File: src/rtl/uart_tx_arbiter_if.sv
// Requester-side and UART-TX-side handshake bundle for uart_tx_arbiter.
// master: the environment (byte sources and UART TX core); slave: the arbiter.
interface uart_tx_arbiter_if #(
    parameter int N_REQ  = 2,
    parameter int DATA_W = 8
);
    logic [N_REQ-1:0]        req_valid;
    logic [N_REQ*DATA_W-1:0] req_data;
    logic [N_REQ-1:0]        req_last;
    logic [N_REQ-1:0]        req_ready;
    logic                    tx_start;
    logic [DATA_W-1:0]       tx_data;
    logic                    tx_done;

    modport master (
        output req_valid, req_data, req_last, tx_done,
        input  req_ready, tx_start, tx_data
    );

    modport slave (
        input  req_valid, req_data, req_last, tx_done,
        output req_ready, tx_start, tx_data
    );
endinterface

File: src/rtl/uart_tx_arbiter.sv
// Round-robin arbiter sharing one UART transmitter between N_REQ byte sources.
// A granted source keeps the transmitter until its byte flagged last has been sent,
// or until a WAIT/HOLD stall exceeds TIMEOUT_CYC cycles and the packet is aborted.
module uart_tx_arbiter #(
    parameter  int N_REQ       = 2,
    parameter  int DATA_W      = 8,
    parameter  int TIMEOUT_CYC = 200000,
    localparam int GW          = $clog2(N_REQ)
) (
    input  logic                 clk,
    input  logic                 rst,
    uart_tx_arbiter_if.slave     bus,
    output logic [GW-1:0]        grant_id,
    output logic                 busy,
    output logic                 timeout_err
);
    localparam int TW = $clog2(TIMEOUT_CYC) + 1;

    typedef enum logic [1:0] {ST_IDLE, ST_SEND, ST_WAIT, ST_HOLD} state_t;

    state_t            state, state_next;
    logic [GW-1:0]     rr_ptr, winner, sel, next_ptr;
    logic              found, accept, adv_ptr, timeout_hit, expire;
    logic [N_REQ-1:0]  ready_vec;
    logic [DATA_W-1:0] tx_data_q, sel_data;
    logic              sel_last, last_q;
    logic [TW-1:0]     timer;

    // Pick the first valid requester scanning rr_ptr, rr_ptr+1, ... (lowest offset wins)
    always_comb begin
        winner = '0;
        found  = 1'b0;
        for (int k = N_REQ - 1; k >= 0; k--) begin
            if (bus.req_valid[(int'(rr_ptr) + k) % N_REQ]) begin
                winner = GW'((int'(rr_ptr) + k) % N_REQ);
                found  = 1'b1;
            end
        end
    end

    // Next state, accept strobe and timeout decision
    always_comb begin
        state_next  = state;
        ready_vec   = '0;
        accept      = 1'b0;
        sel         = winner;
        adv_ptr     = 1'b0;
        timeout_hit = 1'b0;
        expire      = (timer == TW'(TIMEOUT_CYC - 1));
        unique case (state)
            ST_IDLE: begin
                if (found) begin
                    ready_vec[winner] = 1'b1;
                    accept            = 1'b1;
                    state_next        = ST_SEND;
                end
            end
            ST_SEND: state_next = ST_WAIT;
            ST_WAIT: begin
                if (bus.tx_done) begin
                    if (last_q) begin
                        adv_ptr    = 1'b1;
                        state_next = ST_IDLE;
                    end else begin
                        state_next = ST_HOLD;
                    end
                end else if (expire) begin
                    timeout_hit = 1'b1;
                    adv_ptr     = 1'b1;
                    state_next  = ST_IDLE;
                end
            end
            ST_HOLD: begin
                // Only the current owner may continue its packet
                sel = grant_id;
                if (bus.req_valid[grant_id]) begin
                    ready_vec[grant_id] = 1'b1;
                    accept              = 1'b1;
                    state_next          = ST_SEND;
                end else if (expire) begin
                    timeout_hit = 1'b1;
                    adv_ptr     = 1'b1;
                    state_next  = ST_IDLE;
                end
            end
            default: state_next = ST_IDLE;
        endcase
    end

    // Byte and last flag of the selected requester, plus the pointer after the owner
    always_comb begin
        sel_data = bus.req_data[int'(sel) * DATA_W +: DATA_W];
        sel_last = bus.req_last[sel];
        next_ptr = (grant_id == GW'(N_REQ - 1)) ? '0 : grant_id + 1'b1;
    end

    // State, ownership, captured byte and stall timer
    always_ff @(posedge clk or negedge rst) begin
        if (!rst) begin
            state       <= ST_IDLE;
            rr_ptr      <= '0;
            grant_id    <= '0;
            tx_data_q   <= '0;
            last_q      <= 1'b0;
            timer       <= '0;
            timeout_err <= 1'b0;
        end else begin
            state       <= state_next;
            timeout_err <= timeout_hit;
            if (accept) begin
                grant_id  <= sel;
                tx_data_q <= sel_data;
                last_q    <= sel_last;
            end
            if (adv_ptr) begin
                rr_ptr <= next_ptr;
            end
            // Timer runs only while staying in WAIT or HOLD; any transition restarts it
            if ((state == ST_WAIT || state == ST_HOLD) && state_next == state) begin
                timer <= timer + 1'b1;
            end else begin
                timer <= '0;
            end
        end
    end

    // Outputs; req_ready is held low while reset is asserted
    always_comb begin
        bus.req_ready = rst ? ready_vec : '0;
        bus.tx_start  = (state == ST_SEND);
        bus.tx_data   = tx_data_q;
        busy          = (state != ST_IDLE);
    end
endmodule

File: src/flat_wrapper.sv
// flat-port wrapper written by rule: the top's interface ports become plain ports
module uart_tx_arbiter_flat 
#(
    parameter  int N_REQ       = 2,
    parameter  int DATA_W      = 8,
    parameter  int TIMEOUT_CYC = 200000,
    localparam int GW          = $clog2(N_REQ)
)
  (clk, rst, grant_id, busy, timeout_err, bus_req_valid, bus_req_data, bus_req_last, bus_tx_done, bus_req_ready, bus_tx_start, bus_tx_data);
  uart_tx_arbiter_if #(.N_REQ(N_REQ), .DATA_W(DATA_W)) bus_i ();
  input  logic clk;
  input  logic rst;
  output logic [GW-1:0] grant_id;
  output logic busy;
  output logic timeout_err;
  input wire logic [$bits(bus_i.req_valid)-1:0] bus_req_valid;
  input wire logic [$bits(bus_i.req_data)-1:0] bus_req_data;
  input wire logic [$bits(bus_i.req_last)-1:0] bus_req_last;
  input wire logic [$bits(bus_i.tx_done)-1:0] bus_tx_done;
  output wire logic [$bits(bus_i.req_ready)-1:0] bus_req_ready;
  output wire logic [$bits(bus_i.tx_start)-1:0] bus_tx_start;
  output wire logic [$bits(bus_i.tx_data)-1:0] bus_tx_data;
  assign bus_i.req_valid = bus_req_valid;
  assign bus_i.req_data = bus_req_data;
  assign bus_i.req_last = bus_req_last;
  assign bus_i.tx_done = bus_tx_done;
  assign bus_req_ready = bus_i.req_ready;
  assign bus_tx_start = bus_i.tx_start;
  assign bus_tx_data = bus_i.tx_data;
  uart_tx_arbiter #(.N_REQ(N_REQ), .DATA_W(DATA_W), .TIMEOUT_CYC(TIMEOUT_CYC)) u_core (.clk(clk), .rst(rst), .bus(bus_i), .grant_id(grant_id), .busy(busy), .timeout_err(timeout_err));
endmodule
File: config.mk
export PLATFORM = sky130hd
export DESIGN_NAME = uart_tx_arbiter_flat
export DESIGN_NICKNAME = d
export VERILOG_FILES = /design/src/rtl/uart_tx_arbiter_if.sv /design/src/rtl/uart_tx_arbiter.sv /design/src/flat_wrapper.sv
export SDC_FILE = /design/constraint.sdc
export NUM_CORES = 1
export LEC_CHECK = 0
export CORE_MARGIN = 2
export CORE_UTILIZATION = 55
export CTS_BUF_LIST = sky130_fd_sc_hd__clkbuf_4 sky130_fd_sc_hd__clkbuf_8 sky130_fd_sc_hd__clkbuf_16
export CTS_CLUSTER_SIZE = 25
export DETAILED_ROUTE_END_ITERATION = 10
export PLACE_DENSITY = 0.95
export RECOVER_POWER = 100
export SYNTH_ARGS = -nofsm -noshare
export SYNTH_HDL_FRONTEND = slang
export SYNTH_SLANG_ARGS = --single-unit
File: constraint.sdc
create_clock -name clk -period 3.51 [get_ports clk]
set_clock_uncertainty 0.15 [all_clocks]
set_input_delay 0.702 -clock clk [delete_from_list [all_inputs] [get_ports clk]]
set_output_delay 0.702 -clock clk [all_outputs]
set_load 0.01 [all_outputs]
==> results <==
-- metrics by stage --
step	utilization [%]	power [mW]	std cells	hold slack, ns	worst slack [ns]
floorplan	-	0.952	188	0.256	1.23
global placement	71.0	1.15	261	0.312	0.449
detailed placement	71.0	1.17	261	0.325	0.370
CTS	73.3	1.45	268	0.349	0.335
global route	73.1	1.50	268	0.379	0.145
finish	73.1	1.41	268	0.337	0.263
-- state kept, by name (all words and copies together) (netlist names) --
signal              count
u_core.timer           19
u_core.grant_id         1
u_core.last_q           1
u_core.bus.tx_data      8
u_core.state            2
u_core.timeout_err      1
u_core.rr_ptr           1
-- worst reg2reg max path, cell delays in order, from the launching register on --
cell	delay, ns
dfrtp_1	0.46
inv_1	0.12
ha_1	0.27
and3b_1	0.26
o21ai_0	0.38
a32o_1	0.25
a211o_1	0.49
nor2_1	0.13
-- final timing paths --
| kind | start | cells past startpoint | to |
|---|---|---|---|
| setup / recovery | bus_req_valid[1] | 5 | bus_req_ready[0] |
| hold / removal | u_core.bus.tx_data[7]$_DFFE_PN0P_ | 2 | u_core.bus.tx_data[7]$_DFFE_PN0P_ |
| setup reg to reg | u_core.state[0]$_DFF_PN0_ | 7 | u_core.timer[8]$_DFF_PN0_ |
| hold reg to reg | u_core.bus.tx_data[7]$_DFFE_PN0P_ | 2 | u_core.bus.tx_data[7]$_DFFE_PN0P_ |
| max in group asynchronous | rst | 2 | u_core.timer[11]$_DFF_PN0_ |
| min in group asynchronous | rst | 1 | u_core.rr_ptr$_DFFE_PN0P_ |
-- cell usage in the layout, fill, tap and decap left out, types with 3 or more instances in the layout --
cell and n:
a21oi_1 4, and3_1 5, and4_1 4, clkbuf_4 5, clkdlybuf4s50_1 20, dfrtp_1 33
dlygate4sd3_1 16, ha_1 5, inv_1 3, mux2i_1 10, nand2_1 17, nand3_1 7
nand4_1 5, nor2_1 24, nor2b_1 3, o21ai_0 13, xnor2_1 4, xor2_1 13
-- where the power goes --
part / leakage (nW) / internal [mW] / switching [mW]
registers: 0.440 / 0.460 / 0.0695
logic: 0.509 / 0.279 / 0.331
clock network: 0.0410 / 0.145 / 0.127
total: 0.990 / 0.884 / 0.528
-- metal layers --
layer  routed length (um)  vias to the layer above  global-route usage, %
met5                    0                        -                      0
met4                   87                        0                   10.6
met3                  149                        9                   6.83
met2                 2290                       37                   47.1
met1                 1620                      734                   27.7
li1                     -                      735                      -
-- cell type report --
cell class              count  area [um2]  area share (%)
multi-input cells         142         927            40.9
clock buffers               5        37.5            1.66
clock inverters             2        35.0            1.55
well taps                  44        55.1            2.43
repair buffers             38         372            16.4
inverters                   4        15.0           0.662
flip-flops and latches     33         826            36.4
-- logic make-up (layout without fill, tap and decap cells) --
logic type               after synthesis  in the layout
XOR/XNOR                              17             17
AND/OR/NAND/NOR                       78             78
adder cells (fa/ha/maj)                5              5
multiplexers                          12             12
flip-flops                            33             33
buffers and inverters                 13             49
AO/OA/AOI/OAI                         30             30
==> out/results.ini <==
[placement]
dpl_cell_area_um2=2200
port_buffers=36
place.gp.congestion=0.835
place_hpwl_um=2940

[global_route]
grt-ovfl-total=0
first_global_vias=1484
grt_start_max_net_pins=33
antenna_found_initial=0
grt_pass1_wl_um=6800
grtUsageTotal_pct=25.6

[floorplanning]
core_um2=3100
start_util_pct=59.1
dieArea_um2=3810
die_w_um=61.7
fp-row-count=20
io-pin-count=37
die_h_um=61.7

[logic_synthesis]
synth_cell_types=42
synth_top_family_by_area=simple AND/OR/NAND/NOR gates
yosys.area.top_type=dfrtp_1
synth_warnings=0
synth_ff_type=dfrtp_1
synth_fa_ha_area_share_pct=3.41
syn_inst=188
postSynthAreaPerCell_um2=9.75
synth_xor_area_share_pct=8.12
seq_area_frac_synth_pct=45.1
synth_edf_count=0
synth_top_cell_area_share_pct=45.1
syn_area_um2=1830
synth.area.mux_share_pct=6.69
synthArstFlopShare_pct=100
yosys.area_share.simple_pct=22.0
ys_ff_latch=33
synth_most_common_cell=dfrtp_1
synth_common_cells=33 x dfrtp_1, 24 x nor2_1, 17 x nand2_1, 14 x o21ai_0, 13 x xor2_1
synth_fp_nets=216
synth_compound_area_share_pct=10.6
yosys-top-cells-area=dfrtp_1 45%, xor2_1 6.2%, mux2i_1 5.5%, nor2_1 4.9%, o21ai_0 3.8%

[status]
violations=max-capacitance violations, max-slew violations
status=finished with violations

[clock_tree]
clkLatencyLatePin_ns=0.35
ctsHoldBuffers=0
cts.reportedPaths.clkPinSlew_ns=0.10
htree_levels=2
cts.sinks=33
cts_root_buffer=clkbuf_4
cts_buffer_depth=2
post_cts_resized=0
numCtsBuffers=5
cts_tree=yes
cts_setup_buffers=0

[setup_path]
worst-setup-path-type=primary input to output pin
crit_slowest_cell=dlygate4sd3_1
path_max_fanout=8
critical-path-top-delay-family=buffers and inverters
cp_num_buf_inv=2
crit_top_cell=dlygate4sd3_1
start_kind=primary input
critPathCaptureType=output pin
path_cells=dlygate4sd3_1 > nand2_1 > a21oi_1 > nor4bb_1 > dlygate4sd3_1
required_ns=2.66
rrSetupSlack_ns=0.87
slowest_delay_ns=0.64
worstPathArrival_ns=2.39

[route]
drtPass1Iterations=4
viasPerCell=5.65
vias=1515
wl_per_cell_um=15.5
drcViolationCount=0
routed_wl_um=4150
antenna_left=0
drt_iter0_drc=85

[power_and_ir_drop]
irDropWorstVdd_uv=393
total_leakage_power_nw=0.990
power_density_nw_per_um2=623

[cells_and_area]
n_fill_cell=239
final_net_count=252
final_cell_area_um2=2270
drive_gt1_share_pct=5.36
area_delta_synth_final_pct=23.7
antennaDiodeCount=0

[sta]
period_share_pct=92.5
final-setup-viol-count=0
rsz0062_at_grt=no
tightest_slew_ns=1.61
hold_viol_final=0
slew_viol_final=33
timing.fmax_mhz=308
tns_ns=0
relSlewSlack_pct=-7.61
min_period_ns=3.25

[flow_run]
cap_violations=1

[min_path]
min_path_type=register to register

No activity file was read; power rests on OpenSTA's default activity.
